**src/rtl/ship_ctrl_if.sv**
```systemverilog
// Handshake bundle between the button/hit sources and the ship controller.
// The master drives the inputs and observes the ship outputs. The slave is the controller.
interface ship_ctrl_if;
  logic       frame_tick;
  logic       game_active;
  logic       left_debounced;
  logic       right_debounced;
  logic       fire_debounced;
  logic       hit;
  logic       shot_busy;
  logic [4:0] ship_x;
  logic       ship_visible;
  logic       exploding;
  logic       game_over;
  logic [1:0] lives;
  logic       moved;
  logic       shot_launch;

  modport master (
    output frame_tick, game_active, left_debounced, right_debounced,
           fire_debounced, hit, shot_busy,
    input  ship_x, ship_visible, exploding, game_over, lives, moved, shot_launch
  );

  modport slave (
    input  frame_tick, game_active, left_debounced, right_debounced,
           fire_debounced, hit, shot_busy,
    output ship_x, ship_visible, exploding, game_over, lives, moved, shot_launch
  );
endinterface

```
**src/rtl/ship_ctrl.sv**
```systemverilog
// Player ship scheduler. It paces button steps with an auto-repeat and runs the
// alive/explode/over life cycle. It also issues edge-triggered shot requests.
module ship_ctrl #(
  parameter int LEFT_LIMIT     = 0,
  parameter int RIGHT_LIMIT    = 19,
  parameter int RESET_POS      = 5,
  parameter int REPEAT_DELAY   = 8,
  parameter int REPEAT_RATE    = 3,
  parameter int EXPLODE_FRAMES = 60,
  parameter int LIVES          = 3
) (
  input logic        clk_36MHz,
  input logic        reset,
  ship_ctrl_if.slave bus
);
  localparam int RW = $clog2(REPEAT_DELAY + REPEAT_RATE + 1);
  localparam int EW = $clog2(EXPLODE_FRAMES + 1);

  localparam logic [4:0]    X_L        = 5'(LEFT_LIMIT);
  localparam logic [4:0]    X_R        = 5'(RIGHT_LIMIT);
  localparam logic [4:0]    X_0        = 5'(RESET_POS);
  localparam logic [1:0]    LIVES0     = 2'(LIVES);
  localparam logic [RW-1:0] RPT_FIRST  = RW'(REPEAT_DELAY - 1);
  localparam logic [RW-1:0] RPT_NEXT   = RW'(REPEAT_RATE - 1);
  localparam logic [EW-1:0] EXP_INIT   = EW'(EXPLODE_FRAMES - 1);

  typedef enum logic [1:0] {IDLE, ALIVE, EXPLODE, OVER} state_t;
  typedef enum logic [1:0] {D_NONE, D_LEFT, D_RIGHT} dir_t;

  state_t        state;
  dir_t          dir, dir_prev;
  logic [4:0]    ship_x, step_x;
  logic [1:0]    lives;
  logic [RW-1:0] rpt_cnt;
  logic [EW-1:0] exp_cnt;
  logic          fire_prev;
  logic          moved, shot_launch;
  logic          ship_visible, exploding, game_over;

  // Pressing both buttons cancels to NONE. This also restarts the repeat when one is released.
  always_comb begin
    dir = D_NONE;
    if (bus.left_debounced && !bus.right_debounced)      dir = D_LEFT;
    else if (bus.right_debounced && !bus.left_debounced) dir = D_RIGHT;
  end

  always_comb begin
    step_x = ship_x;
    if (dir == D_LEFT && ship_x != X_L)       step_x = ship_x - 5'd1;
    else if (dir == D_RIGHT && ship_x != X_R) step_x = ship_x + 5'd1;
  end

  always_ff @(posedge clk_36MHz) begin
    if (reset) begin
      state        <= IDLE;
      ship_x       <= X_0;
      lives        <= LIVES0;
      dir_prev     <= D_NONE;
      rpt_cnt      <= '0;
      exp_cnt      <= '0;
      fire_prev    <= 1'b0;
      moved        <= 1'b0;
      shot_launch  <= 1'b0;
      ship_visible <= 1'b0;
      exploding    <= 1'b0;
      game_over    <= 1'b0;
    end else begin
      moved       <= 1'b0;
      shot_launch <= 1'b0;
      if (bus.frame_tick) fire_prev <= bus.fire_debounced;

      if (!bus.game_active) begin
        state        <= IDLE;
        dir_prev     <= D_NONE;
        ship_visible <= 1'b0;
        exploding    <= 1'b0;
        game_over    <= 1'b0;
      end else begin
        case (state)
          IDLE: begin
            state        <= ALIVE;
            lives        <= LIVES0;
            ship_x       <= X_0;
            moved        <= (ship_x != X_0);
            ship_visible <= 1'b1;
          end
          ALIVE: begin
            // A hit on a tick takes priority, so the tick's step and shot are dropped.
            if (bus.hit) begin
              state        <= EXPLODE;
              lives        <= lives - 2'd1;
              exp_cnt      <= EXP_INIT;
              dir_prev     <= D_NONE;
              ship_visible <= 1'b0;
              exploding    <= 1'b1;
            end else if (bus.frame_tick) begin
              dir_prev    <= dir;
              shot_launch <= bus.fire_debounced && !fire_prev && !bus.shot_busy;
              if (dir != D_NONE) begin
                if (dir != dir_prev) begin
                  ship_x  <= step_x;
                  moved   <= (step_x != ship_x);
                  rpt_cnt <= RPT_FIRST;
                end else if (rpt_cnt == '0) begin
                  ship_x  <= step_x;
                  moved   <= (step_x != ship_x);
                  rpt_cnt <= RPT_NEXT;
                end else begin
                  rpt_cnt <= rpt_cnt - 1'b1;
                end
              end
            end
          end
          EXPLODE: begin
            if (bus.frame_tick) begin
              if (exp_cnt == '0) begin
                exploding <= 1'b0;
                if (lives == 2'd0) begin
                  state     <= OVER;
                  game_over <= 1'b1;
                end else begin
                  state        <= ALIVE;
                  ship_visible <= 1'b1;
                  ship_x       <= X_0;
                  moved        <= (ship_x != X_0);
                end
              end else begin
                exp_cnt <= exp_cnt - 1'b1;
              end
            end
          end
          default: ;  // OVER waits for game_active to drop
        endcase
      end
    end
  end

  assign bus.ship_x       = ship_x;
  assign bus.ship_visible = ship_visible;
  assign bus.exploding    = exploding;
  assign bus.game_over    = game_over;
  assign bus.lives        = lives;
  assign bus.moved        = moved;
  assign bus.shot_launch  = shot_launch;
endmodule
```
**src/flat_wrapper.sv**
```systemverilog
// flat-port wrapper written by rule: the top's interface ports become plain ports
module ship_ctrl_flat 
#(
  parameter int LEFT_LIMIT     = 0,
  parameter int RIGHT_LIMIT    = 19,
  parameter int RESET_POS      = 5,
  parameter int REPEAT_DELAY   = 8,
  parameter int REPEAT_RATE    = 3,
  parameter int EXPLODE_FRAMES = 60,
  parameter int LIVES          = 3
)
  (clk_36MHz, reset, bus_frame_tick, bus_game_active, bus_left_debounced, bus_right_debounced, bus_fire_debounced, bus_hit, bus_shot_busy, bus_ship_x, bus_ship_visible, bus_exploding, bus_game_over, bus_lives, bus_moved, bus_shot_launch);
  ship_ctrl_if bus_i ();
  input logic clk_36MHz;
  input logic reset;
  input wire logic [$bits(bus_i.frame_tick)-1:0] bus_frame_tick;
  input wire logic [$bits(bus_i.game_active)-1:0] bus_game_active;
  input wire logic [$bits(bus_i.left_debounced)-1:0] bus_left_debounced;
  input wire logic [$bits(bus_i.right_debounced)-1:0] bus_right_debounced;
  input wire logic [$bits(bus_i.fire_debounced)-1:0] bus_fire_debounced;
  input wire logic [$bits(bus_i.hit)-1:0] bus_hit;
  input wire logic [$bits(bus_i.shot_busy)-1:0] bus_shot_busy;
  output wire logic [$bits(bus_i.ship_x)-1:0] bus_ship_x;
  output wire logic [$bits(bus_i.ship_visible)-1:0] bus_ship_visible;
  output wire logic [$bits(bus_i.exploding)-1:0] bus_exploding;
  output wire logic [$bits(bus_i.game_over)-1:0] bus_game_over;
  output wire logic [$bits(bus_i.lives)-1:0] bus_lives;
  output wire logic [$bits(bus_i.moved)-1:0] bus_moved;
  output wire logic [$bits(bus_i.shot_launch)-1:0] bus_shot_launch;
  assign bus_i.frame_tick = bus_frame_tick;
  assign bus_i.game_active = bus_game_active;
  assign bus_i.left_debounced = bus_left_debounced;
  assign bus_i.right_debounced = bus_right_debounced;
  assign bus_i.fire_debounced = bus_fire_debounced;
  assign bus_i.hit = bus_hit;
  assign bus_i.shot_busy = bus_shot_busy;
  assign bus_ship_x = bus_i.ship_x;
  assign bus_ship_visible = bus_i.ship_visible;
  assign bus_exploding = bus_i.exploding;
  assign bus_game_over = bus_i.game_over;
  assign bus_lives = bus_i.lives;
  assign bus_moved = bus_i.moved;
  assign bus_shot_launch = bus_i.shot_launch;
  ship_ctrl #(.LEFT_LIMIT(LEFT_LIMIT), .RIGHT_LIMIT(RIGHT_LIMIT), .RESET_POS(RESET_POS), .REPEAT_DELAY(REPEAT_DELAY), .REPEAT_RATE(REPEAT_RATE), .EXPLODE_FRAMES(EXPLODE_FRAMES), .LIVES(LIVES)) u_core (.clk_36MHz(clk_36MHz), .reset(reset), .bus(bus_i));
endmodule
```
**config.mk**
```make
export PLATFORM = sky130hd
export DESIGN_NAME = ship_ctrl_flat
export DESIGN_NICKNAME = d
export VERILOG_FILES = /design/src/rtl/ship_ctrl_if.sv /design/src/rtl/ship_ctrl.sv /design/src/flat_wrapper.sv
export SDC_FILE = /design/constraint.sdc
export NUM_CORES = 1
export LEC_CHECK = 0
export ABC_CLOCK_PERIOD_IN_PS = 4620
export CORE_MARGIN = 1.5
export CORE_UTILIZATION = 30
export DETAILED_ROUTE_END_ITERATION = 6
export HOLD_SLACK_MARGIN = 0.15
export PLACE_DENSITY = 0.52
export SLEW_MARGIN = 20
export SYNTH_ARGS = -nofsm -noshare
export SYNTH_HDL_FRONTEND = slang
export SYNTH_SLANG_ARGS = --single-unit
```
**constraint.sdc**
```tcl
create_clock -name clk_36MHz -period 4.62 [get_ports clk_36MHz]
set_input_delay 0.924 -clock clk_36MHz [delete_from_list [all_inputs] [get_ports clk_36MHz]]
set_output_delay 0.924 -clock clk_36MHz [all_outputs]
set_load 0.005 [all_outputs]
```
==> out/results.tsv, run 1 <==
stage	metric	value	unit
outcome	status	completed	
worst_setup_path	R2R cell count	7	
yosys	sequential area share after synthesis	0.330	
die	core region area	0.00520	mm²
timing	pins over their slew limit	0	
power_and_ir_drop	pwr/cell area	224	mW/mm²
drt	count of routing violations after the opening detailed-route iteration	66	
timing	Tmin final	2.99	ns
clocking	clock tree from TritonCTS	built	
drt	Antenna Violating Nets Remaining	0	
timing	Max Clock Skew	0.00843	ns
clocking	TritonCTS Buffers	3	
yosys	Primary FF master, synth	sky130_fd_sc_hd__dfxtp_1	
grt	met1 Resource Use GR	0.178	
final_layout	diode insertion count for antenna repair	0	
grt	peak-usage layer in the global routing report	met2	
grt	antenna violations before repair	0	
final_layout	fraction of final layout cells with drive strength greater than 1	0.0645	
drt	via-per-instance ratio	5.03	
yosys	Syn. warnings	0	
yosys	Area contributors post-synth	sky130_fd_sc_hd__dfxtp_1, sky130_fd_sc_hd__ha_1, sky130_fd_sc_hd__a21oi_1	
grt	wire length of the first global-routing pass	6520	µm
placed_design	placer congestion estimate	0.805	
grt	met3 routing resource usage after global routing	0.0190	
timing	pin slew with the least headroom to its limit	0.714	ns
clocking	Hold Buf Count CTS	0	
die	die footprint	0.00592	mm²
clocking	deepest clock path buffer count	2	
yosys	area of the mapped netlist	0.00164	mm²
clocking	number of H-tree levels	1	
worst_setup_path	r2r setup slk	2.24	ns
hold_path	hold path depth	2	
hold_path	Worst Hold Class	reg -> reg	
grt	global routing met2 resource utilization	0.221	
timing	tightest hold margin	0.484	ns
final_layout	fin nets	240	
die	number of placement rows	26	
die	floorplan die width	76.9	µm
worst_setup_path	signal arrival time at the worst endpoint	3.16	ns
power_and_ir_drop	Leak Pwr	0.745	nW
yosys	synthesized net count	222	
yosys	Post-synth EDFFs	0	
grt	maximum number of pins on one net before global-route repair	17	
power_and_ir_drop	Peak supply drop	106	µV
worst_setup_path	Startpoint Class	input port	
placed_design	# port buffers	20	
yosys	Synth Register Bits	27	
drt	total vias in the final route	1445	
grt	all-layer global routing usage	0.134	
final_layout	area growth from synthesis to layout	18.9	%
die	die height	76.9	µm
clocking	clk slew on worst S/H paths	0.09	ns
yosys	proportion of netlist area held by the largest area contributor	0.330	
timing	Total Negative Setup Slacks	0	ns
grt	global route overflow	0	
clocking	CTS root buffer	sky130_fd_sc_hd__clkbuf_8	
timing	Tcrit/Tclk final	0.648	
grt	via count of the first global-routing pass	1433	
clocking	TritonCTS Sinks	27	
worst_setup_path	nature of the critical path endpoint	flip-flop	
timing	final hold violations	0	
timing	fmax	334	MHz
yosys	largest area contributor in the netlist	sky130_fd_sc_hd__dfxtp_1	
drt	DR pass1 iterations	5	
worst_setup_path	data required time of the worst path	4.79	ns
final_layout	most common cell after layout, fill and taps aside	sky130_fd_sc_hd__dfxtp_1	
drt	# DRC	0	
worst_setup_path	worst-path maximum fanout	8	
yosys	async set or reset register ratio after synthesis	0	
clocking	clock network latency to the later pin of the worst-skew pair	0.27	ns
timing	Max transition margin	0.518	
yosys	average instance area after synthesis	8.20	µm²
die	initial cell density of the core	0.315	
timing	unrepaired setup endpoints after global routing	no	
job	max capacitance violation total	0	
worst_setup_path	critical path class	in -> reg	
yosys	number of cells produced by synthesis	200	
clocking	number of setup buffers added after CTS	0	
drt	final routed wire length divided by cell count	12.6	µm
placed_design	HPWL Detailed	2710	µm
yosys	distinct cell type count after synthesis	48	
clocking	Post-CTS Resized	0	
drt	Detailed Route WL	3630	µm
final_layout	commonest cells after routing, fill and taps aside	sky130_fd_sc_hd__dfxtp_1, sky130_fd_sc_hd__clkdlybuf4s50_1, sky130_fd_sc_hd__nor2_1	
timing	final number of setup-violating endpoints	0	
die	I/O pin cnt	21	
final_layout	number of filler instances in the final layout	555	
==> layout make-up <==
cell class / count / area, µm² / share of cell area
Clock buffer: 4 / 45.0 / 0.0231
Sequential cell: 27 / 541 / 0.277
Multi-Input combinational cell: 152 / 1020 / 0.523
Timing Repair Buffer: 21 / 208 / 0.106
Tap cell: 70 / 87.6 / 0.0449
Inverter: 13 / 48.8 / 0.0250
==> critical path, stage by stage <==
cell,delay [ns]
sky130_fd_sc_hd__clkdlybuf4s50_1,0.48
sky130_fd_sc_hd__inv_1,0.05
sky130_fd_sc_hd__ha_1,0.29
sky130_fd_sc_hd__xor2_1,0.18
sky130_fd_sc_hd__o311ai_0,0.66
sky130_fd_sc_hd__or3_4,0.27
sky130_fd_sc_hd__nor2_1,0.05
sky130_fd_sc_hd__o221a_2,0.25
==> cells in the mapped netlist, types with 2 or more instances <==
cell type and number:
sky130_fd_sc_hd__dfxtp_1 27, sky130_fd_sc_hd__nor2_1 17, sky130_fd_sc_hd__nand2_1 16, sky130_fd_sc_hd__a21oi_1 13, sky130_fd_sc_hd__ha_1 13, sky130_fd_sc_hd__inv_1 13
sky130_fd_sc_hd__nand3_1 11, sky130_fd_sc_hd__nor3_1 11, sky130_fd_sc_hd__clkbuf_1 8, sky130_fd_sc_hd__o21ai_0 7, sky130_fd_sc_hd__xor2_1 7, sky130_fd_sc_hd__a211oi_1 4
sky130_fd_sc_hd__and3_1 4, sky130_fd_sc_hd__nand2b_1 4, sky130_fd_sc_hd__a31oi_1 3, sky130_fd_sc_hd__or2_2 3, sky130_fd_sc_hd__a32oi_1 2, sky130_fd_sc_hd__and3b_1 2
sky130_fd_sc_hd__mux2i_1 2, sky130_fd_sc_hd__nand3b_1 2, sky130_fd_sc_hd__nor2b_1 2, sky130_fd_sc_hd__nor3b_1 2, sky130_fd_sc_hd__or3_1 2
==> registers in the layout (all words and copies together), names as in the netlist <==
| signal | flops |
|---|---|
| u_core.bus.game_over | 1 |
| u_core.state | 2 |
| u_core.bus.exploding | 1 |
| u_core.fire_prev | 1 |
| u_core.bus.moved | 1 |
| u_core.rpt_cnt | 4 |
| u_core.exp_cnt | 6 |
| u_core.bus.ship_visible | 1 |
| u_core.bus.lives | 2 |
| u_core.bus.ship_x | 5 |
| u_core.dir_prev | 2 |
| u_core.bus.shot_launch | 1 |
==> path summary, 6_finish.rpt <==
path                          endpoint            startpoint
setup / recovery  u_core.bus.ship_x[4]   bus_right_debounced
hold / removal       u_core.rpt_cnt[3]     u_core.rpt_cnt[3]
setup reg to reg  u_core.bus.ship_x[1]  u_core.bus.ship_x[1]
hold reg to reg      u_core.rpt_cnt[3]     u_core.rpt_cnt[3]
==> through the flow <==
step	cell area [µm²]	std cells	total power [mW]	worst slack (ns)	util
after floorplan	1640	200	0.287	1.99	-
after global placement	1910	283	0.309	1.37	0.366
after detailed placement	1910	283	0.309	1.33	0.366
after CTS	1950	287	0.446	1.62	0.375
after global routing	1950	287	0.465	1.42	0.375
final	1950	287	0.437	1.63	0.375
==> logic make-up (layout without fill, tap and decap cells) <==
| logic type | after synthesis | in the layout | share of synthesized area |
|---|---|---|---|
| adder cells (fa/ha/maj) | 13 | 13 | 0.0992 |
| multiplexers | 3 | 3 | 0.0191 |
| XOR/XNOR | 8 | 8 | 0.0427 |
| AO/OA/AOI/OAI | 42 | 42 | 0.175 |
| flip-flops | 27 | 27 | 0.330 |
| buffers and inverters | 21 | 38 | 0.0481 |
| AND/OR/NAND/NOR | 86 | 86 | 0.287 |
==> metal layers <==
metal,vias up,share of wire
li1,748,-
met1,675,0.51
met2,18,0.45
met3,4,0.027
met4,0,0.010
met5,-,0
==> power by group <==
| group | total [mW] | internal [mW] | switching (mW) | leakage (nW) |
|---|---|---|---|---|
| Clock | 0.134 | 0.0617 | 0.0725 | 0.0228 |
| Sequential | 0.241 | 0.237 | 0.00413 | 0.219 |
| Combinational | 0.0620 | 0.0280 | 0.0340 | 0.504 |
| Total | 0.437 | 0.327 | 0.111 | 0.745 |
Note: power is estimated with default switching activity, not from simulation.
==> run 2, diff against run 1 <==
ABC_CLOCK_PERIOD_IN_PS = 2630   (was 4620)
PLACE_DENSITY = 0.53   (was 0.52)
clock period = 2.63 ns   (was 4.62 ns; I/O delays follow)
==> out/results.tsv, run 2 (synthesized netlist as in run 1, its figures left out) <==
stage	metric	value	unit	change
clocking	CTS root buffer	sky130_fd_sc_hd__clkbuf_8		unchanged
grt	maximum number of pins on one net before global-route repair	16		was 17
timing	Tcrit/Tclk final	0.894		
placed_design	HPWL Detailed	2900	µm	was 2710 µm
die	floorplan die width	76.9	µm	unchanged
drt	total vias in the final route	1482		was 1445
hold_path	Worst Hold Class	reg -> reg		unchanged
worst_setup_path	R2R cell count	7		unchanged
worst_setup_path	R2R Path End	u_core.bus.ship_x[1]		unchanged
power_and_ir_drop	Peak supply drop	145	µV	was 106 µV
worst_setup_path	worst-path maximum fanout	5		was 8
worst_setup_path	signal arrival time at the worst endpoint	2.57	ns	was 3.16 ns
grt	antenna violations before repair	0		unchanged
timing	final number of setup-violating endpoints	0		unchanged
timing	unrepaired setup endpoints after global routing	no		unchanged
final_layout	area growth from synthesis to layout	26.7	%	was 18.9%
die	initial cell density of the core	0.315		unchanged
worst_setup_path	data required time of the worst path	2.85	ns	was 4.79 ns
worst_setup_path	nature of the critical path endpoint	flip-flop		unchanged
worst_setup_path	r2r setup slk	0.38	ns	was 2.24 ns
final_layout	post-route non-filler standard cell count	304		was 287
hold_path	hold path depth	2		unchanged
timing	Max transition margin	0.687		was 0.518
final_layout	commonest cells after routing, fill and taps aside	sky130_fd_sc_hd__dfxtp_1, sky130_fd_sc_hd__clkdlybuf4s50_1, sky130_fd_sc_hd__buf_4		was sky130_fd_sc_hd__dfxtp_1, sky130_fd_sc_hd__clkdlybuf4s50_1, sky130_fd_sc_hd__nor2_1
final_layout	biggest registers after layout	u_core.exp_cnt: 6 flops, u_core.bus.ship_x: 5 flops, u_core.rpt_cnt: 4 flops		unchanged
final_layout	fraction of final layout cells with drive strength greater than 1	0.132		was 0.0645
timing	pins over their slew limit	0		unchanged
worst_setup_path	critical register-to-register path startpoint	u_core.bus.ship_x[1]		unchanged
clocking	TritonCTS Buffers	3		unchanged
clocking	TritonCTS Sinks	27		unchanged
final_layout	most common cell after layout, fill and taps aside	sky130_fd_sc_hd__dfxtp_1		unchanged
die	die height	76.9	µm	unchanged
grt	peak-usage layer in the global routing report	met1		was met2
clocking	Hold Buf Count CTS	0		unchanged
clocking	clk slew on worst S/H paths	0.10	ns	was 0.09 ns
worst_setup_path	critical path class	in -> reg		unchanged
placed_design	# port buffers	20		unchanged
timing	fmax	425	MHz	
power_and_ir_drop	pwr/cell area	381	mW/mm²	was 224 mW/mm²
grt	global route overflow	0		unchanged
outcome	status	completed		unchanged
grt	via count of the first global-routing pass	1405		was 1433
die	number of placement rows	26		unchanged
drt	via-per-instance ratio	4.88		was 5.03
die	I/O pin cnt	21		unchanged
final_layout	flip-flop count of the largest register, all copies and words added	6		unchanged
hold_path	source of the worst hold timing path	u_core.rpt_cnt[3]		unchanged
job	max capacitance violation total	0		unchanged
drt	Antenna Violating Nets Remaining	0		unchanged
drt	final routed wire length divided by cell count	12.8	µm	was 12.6 µm
timing	Tmin final	2.35	ns	
worst_setup_path	Startpoint Class	input port		unchanged
grt	global routing met2 resource utilization	0.208		was 0.221
hold_path	hold worst-path end	u_core.rpt_cnt[3]		unchanged
drt	DR pass1 iterations	4		was 5
clocking	clock tree from TritonCTS	built		unchanged
grt	wire length of the first global-routing pass	6830	µm	was 6520 µm
final_layout	final standard cell utilization of the core	0.399		was 0.375
die	die footprint	0.00592	mm²	unchanged
final_layout	fin nets	257		was 240
drt	Detailed Route WL	3900	µm	was 3630 µm
grt	all-layer global routing usage	0.141		was 0.134
clocking	deepest clock path buffer count	2		unchanged
timing	final hold violations	0		unchanged
clocking	clock network latency to the later pin of the worst-skew pair	0.27	ns	about the same
die	core region area	0.00520	mm²	unchanged
placed_design	placed insts	300		was 283
clocking	Post-CTS Resized	0		unchanged
timing	pin slew with the least headroom to its limit	0.457	ns	was 0.714 ns
drt	# DRC	0		unchanged
timing	Max Clock Skew	0.00613	ns	was 0.00843 ns
grt	met3 routing resource usage after global routing	0.0190		unchanged
grt	met1 Resource Use GR	0.216		was 0.178
clocking	number of H-tree levels	1		unchanged
placed_design	placer congestion estimate	0.800		was 0.805
timing	Total Negative Setup Slacks	0	ns	unchanged
final_layout	diode insertion count for antenna repair	0		unchanged
power_and_ir_drop	Leak Pwr	0.830	nW	was 0.745 nW
final_layout	Reg with most FFs	u_core.exp_cnt		unchanged
clocking	number of setup buffers added after CTS	0		unchanged
drt	count of routing violations after the opening detailed-route iteration	69		was 66
## run 2: cell count changes in the layout (fill, tap and decap cells not counted), sizes merged
cell / before / now
buf: 1 / 18
## run 2: final cells by class
class / count / area, µm²
fillers: 571 / 3130
multi-input cells: 152 / 1020
inverters: 13 / 48.8
well taps: 70 / 87.6
flip-flops and latches: 27 / 541
clock buffers: 4 / 45.0
repair buffers: 38 / 335
## run 2: routing by layer
metal,routed length [µm],vias up
met3,105,2
met5,0,-
met2,1700,16
met4,15,0
li1,-,778
met1,2070,686
## run 2: worst max-delay path: stages
cell and delay, ns:
sky130_fd_sc_hd__clkdlybuf4s50_1 0.49, sky130_fd_sc_hd__inv_1 0.05, sky130_fd_sc_hd__ha_1 0.28, sky130_fd_sc_hd__nor2b_1 0.14
sky130_fd_sc_hd__o311ai_0 0.15, sky130_fd_sc_hd__buf_4 0.17, sky130_fd_sc_hd__or3_4 0.35, sky130_fd_sc_hd__or3_1 0.35
sky130_fd_sc_hd__nand3_1 0.08
## run 2: through the flow
step	hold slack (ns)	total power, mW	instance area, µm²	setup WS (ns)
4_1_cts	0.495	0.803	2080	0.268
5_1_grt	0.539	0.839	2080	0.125
6_report	0.492	0.793	2080	0.279
2_1_floorplan	0.449	0.503	1640	0.398
3_5_place_dp	0.470	0.561	2030	-0.0203
3_3_place_gp	0.476	0.561	2030	-0.00182
## run 2: how the worst max path moves through the flow
stage | start | to | slack (ns) | cells past startpoint
5_1_grt | bus_right_debounced | u_core.bus.ship_x[2] | 0.13 | 9
4_1_cts | bus_right_debounced | u_core.bus.ship_x[2] | 0.27 | 9
3_5_place_dp | bus_right_debounced | u_core.bus.ship_x[2] | -0.02 | 9
3_3_place_gp | bus_right_debounced | u_core.bus.ship_x[2] | -0.002 | 9
2_1_floorplan | bus_right_debounced | u_core.bus.ship_x[4] | 0.40 | 8
6_report | bus_right_debounced | u_core.bus.ship_x[2] | 0.28 | 9
## run 2: power by group
| part | internal [mW] | leakage [nW] | switching, mW |
|---|---|---|---|
| clock network | 0.109 | 0.0228 | 0.133 |
| registers | 0.417 | 0.219 | 0.00667 |
| logic | 0.0636 | 0.588 | 0.0642 |
| total | 0.589 | 0.830 | 0.204 |
==> run 3, diff against run 2 <==
CORE_MARGIN = default   (was 1.5)
==> out/results.tsv, run 3 (synthesized netlist as in run 1, its figures left out) <==
stage	metric	value	unit	change
outcome	status	completed		unchanged
worst_setup_path	critical path class	in -> reg		unchanged
final_layout	biggest registers after layout	u_core.exp_cnt: 6 flops, u_core.bus.ship_x: 5 flops, u_core.rpt_cnt: 4 flops		unchanged
clocking	clock tree from TritonCTS	built		unchanged
grt	global route overflow	0		unchanged
timing	pins over their slew limit	0		unchanged
clocking	number of H-tree levels	1		unchanged
clocking	TritonCTS Buffers	3		unchanged
final_layout	commonest cells after routing, fill and taps aside	sky130_fd_sc_hd__dfxtp_1, sky130_fd_sc_hd__clkdlybuf4s50_1, sky130_fd_sc_hd__nor2_1		was sky130_fd_sc_hd__dfxtp_1, sky130_fd_sc_hd__clkdlybuf4s50_1, sky130_fd_sc_hd__buf_4
worst_setup_path	cell family with the largest share of critical-path delay	simple AND/OR/NAND/NOR gates		unchanged
timing	Max transition margin	0.662		was 0.687
worst_setup_path	CP Cell Sequence	clkdlybuf4s50_1 > inv_1 > ha_1 > nor2b_1 > o311ai_0 > buf_4 > or3_4 > or3_1 > nand3_1		unchanged
clocking	clk slew on worst S/H paths	0.10	ns	about the same
clocking	number of setup buffers added after CTS	0		unchanged
drt	count of routing violations after the opening detailed-route iteration	61		was 69
timing	Total Negative Setup Slacks	0	ns	unchanged
drt	Detailed Route WL	3720	µm	was 3900 µm
final_layout	flip-flop count of the largest register, all copies and words added	6		unchanged
drt	# DRC	0		unchanged
timing	post-layout worst setup margin	0.243	ns	was 0.279 ns
die	number of placement rows	26		unchanged
final_layout	final standard cell utilization of the core	0.399		about the same
timing	Max Clock Skew	0.00597	ns	was 0.00613 ns
worst_setup_path	count of buffer and inverter cells on the critical path	3		unchanged
grt	antenna violations before repair	0		unchanged
final_layout	number of filler instances in the final layout	522		was 571
final_layout	area growth from synthesis to layout	25.9	%	was 26.7%
grt	via count of the first global-routing pass	1478		was 1405
grt	wire length of the first global-routing pass	6600	µm	was 6830 µm
timing	unrepaired setup endpoints after global routing	no		unchanged
timing	Tcrit/Tclk final	0.908		was 0.894
drt	total vias in the final route	1492		was 1482
final_layout	most common cell after layout, fill and taps aside	sky130_fd_sc_hd__dfxtp_1		unchanged
clocking	clock network latency to the later pin of the worst-skew pair	0.27	ns	about the same
clocking	TritonCTS Sinks	27		unchanged
drt	DR pass1 iterations	4		unchanged
die	die height	75.9	µm	was 76.9 µm
timing	final number of setup-violating endpoints	0		unchanged
worst_setup_path	r2r setup slk	0.40	ns	was 0.38 ns
placed_design	worst slack at placement	-0.0581	ns	was -0.0203 ns
worst_setup_path	critical register-to-register path startpoint	u_core.bus.ship_x[1]		unchanged
placed_design	placer congestion estimate	0.727		was 0.800
worst_setup_path	nature of the critical path endpoint	flip-flop		unchanged
grt	all-layer global routing usage	0.136		was 0.141
power_and_ir_drop	Peak supply drop	211	µV	was 145 µV
timing	final hold violations	0		unchanged
die	initial cell density of the core	0.317		was 0.315
worst_setup_path	critical path's largest stage delay	0.50	ns	was 0.49 ns
hold_path	hold path depth	2		unchanged
timing	fmax	419	MHz	was 425 MHz
timing	Tmin final	2.39	ns	was 2.35 ns
final_layout	fin nets	255		was 257
clocking	Post-CTS Resized	0		unchanged
die	core region area	0.00517	mm²	was 0.00520 mm²
worst_setup_path	Startpoint Class	input port		unchanged
die	I/O pin cnt	21		unchanged
clocking	deepest clock path buffer count	2		unchanged
power_and_ir_drop	pwr/cell area	383	mW/mm²	was 381 mW/mm²
drt	Antenna Violating Nets Remaining	0		unchanged
worst_setup_path	R2R cell count	7		unchanged
worst_setup_path	critical path capture point	u_core.bus.ship_x[2]		unchanged
drt	final routed wire length divided by cell count	12.3	µm	was 12.8 µm
worst_setup_path	data required time of the worst path	2.85	ns	about the same
worst_setup_path	crit path max-delay cell type	sky130_fd_sc_hd__clkdlybuf4s50_1		unchanged
final_layout	diode insertion count for antenna repair	0		unchanged
power_and_ir_drop	Leak Pwr	0.822	nW	was 0.830 nW
final_layout	Reg with most FFs	u_core.exp_cnt		unchanged
clocking	Hold Buf Count CTS	0		unchanged
die	floorplan die width	75.9	µm	was 76.9 µm
grt	maximum number of pins on one net before global-route repair	16		unchanged
hold_path	Worst Hold Class	reg -> reg		unchanged
job	max capacitance violation total	0		unchanged
timing	pin slew with the least headroom to its limit	0.495	ns	was 0.457 ns
placed_design	# port buffers	20		unchanged
worst_setup_path	worst-path maximum fanout	5		unchanged
clocking	CTS root buffer	sky130_fd_sc_hd__clkbuf_8		unchanged
drt	via-per-instance ratio	4.94		was 4.88
final_layout	fraction of final layout cells with drive strength greater than 1	0.129		was 0.132
worst_setup_path	R2R Path End	u_core.bus.ship_x[1]		unchanged
die	die footprint	0.00577	mm²	was 0.00592 mm²
placed_design	HPWL Detailed	2810	µm	was 2900 µm
worst_setup_path	signal arrival time at the worst endpoint	2.61	ns	was 2.57 ns
worst_setup_path	critical path launch point	bus_right_debounced		unchanged
worst_setup_path	WP depth	9		unchanged
## run 3: cell types whose count changed in the layout (fill, tap and decap cells not counted)
cell / previous run / this run
sky130_fd_sc_hd__buf_4: 18 / 16
sky130_fd_sc_hd__clkbuf_1: 1 / 0
sky130_fd_sc_hd__clkinv_2: 0 / 1
## run 3: worst min path at each step
stage | start | slack, ns | to
global placement | u_core.fire_prev | 0.48 | u_core.fire_prev
global route | u_core.rpt_cnt[3] | 0.51 | u_core.rpt_cnt[3]
CTS | u_core.rpt_cnt[3] | 0.49 | u_core.rpt_cnt[3]
detailed placement | u_core.bus.game_over | 0.47 | u_core.bus.game_over
finish | u_core.rpt_cnt[3] | 0.50 | u_core.rpt_cnt[3]
floorplan | u_core.rpt_cnt[3] | 0.45 | u_core.rpt_cnt[3]
## run 3: report_power, final
part	internal (mW)	switching (mW)	leakage (nW)	total, mW
Clock	0.106	0.137	0.0255	0.243
Combinational	0.0618	0.0631	0.578	0.125
Sequential	0.417	0.00657	0.219	0.423
Total	0.584	0.206	0.822	0.791
## run 3: stage by stage
| step | total power [mW] | hold WS [ns] | instances | cell area, µm² |
|---|---|---|---|---|
| finish | 0.791 | 0.496 | 302 | 2060 |
| global route | 0.830 | 0.505 | 302 | 2060 |
| CTS | 0.801 | 0.495 | 302 | 2060 |
| detailed placement | 0.558 | 0.466 | 298 | 2020 |
| global placement | 0.558 | 0.478 | 298 | 2020 |
| floorplan | 0.503 | 0.449 | 200 | 1640 |
## run 3: final cells by class
| cell class | count | area, µm² | area share |
|---|---|---|---|
| tap | 70 | 87.6 | 0.0424 |
| multi-input combinational | 152 | 1020 | 0.495 |
| sequential | 27 | 541 | 0.262 |
| clock inverter | 1 | 5.00 | 0.00242 |
| timing repair buffer | 36 | 320 | 0.155 |
| clock buffer | 3 | 41.3 | 0.0200 |
| inverter | 13 | 48.8 | 0.0236 |
## run 3: routing by layer
layer,part of all wire,GRT usage,vias up
met5,0,0,-
met4,0.0067,0.0404,0
met3,0.030,0.0193,2
met2,0.43,0.218,27
met1,0.53,0.188,688
li1,-,-,775
## run 3: worst min-delay path: stages, from the launching register on
cell	delay, ns
sky130_fd_sc_hd__dfxtp_1	0.34
sky130_fd_sc_hd__nand2_1	0.06
sky130_fd_sc_hd__a21oi_1	0.05
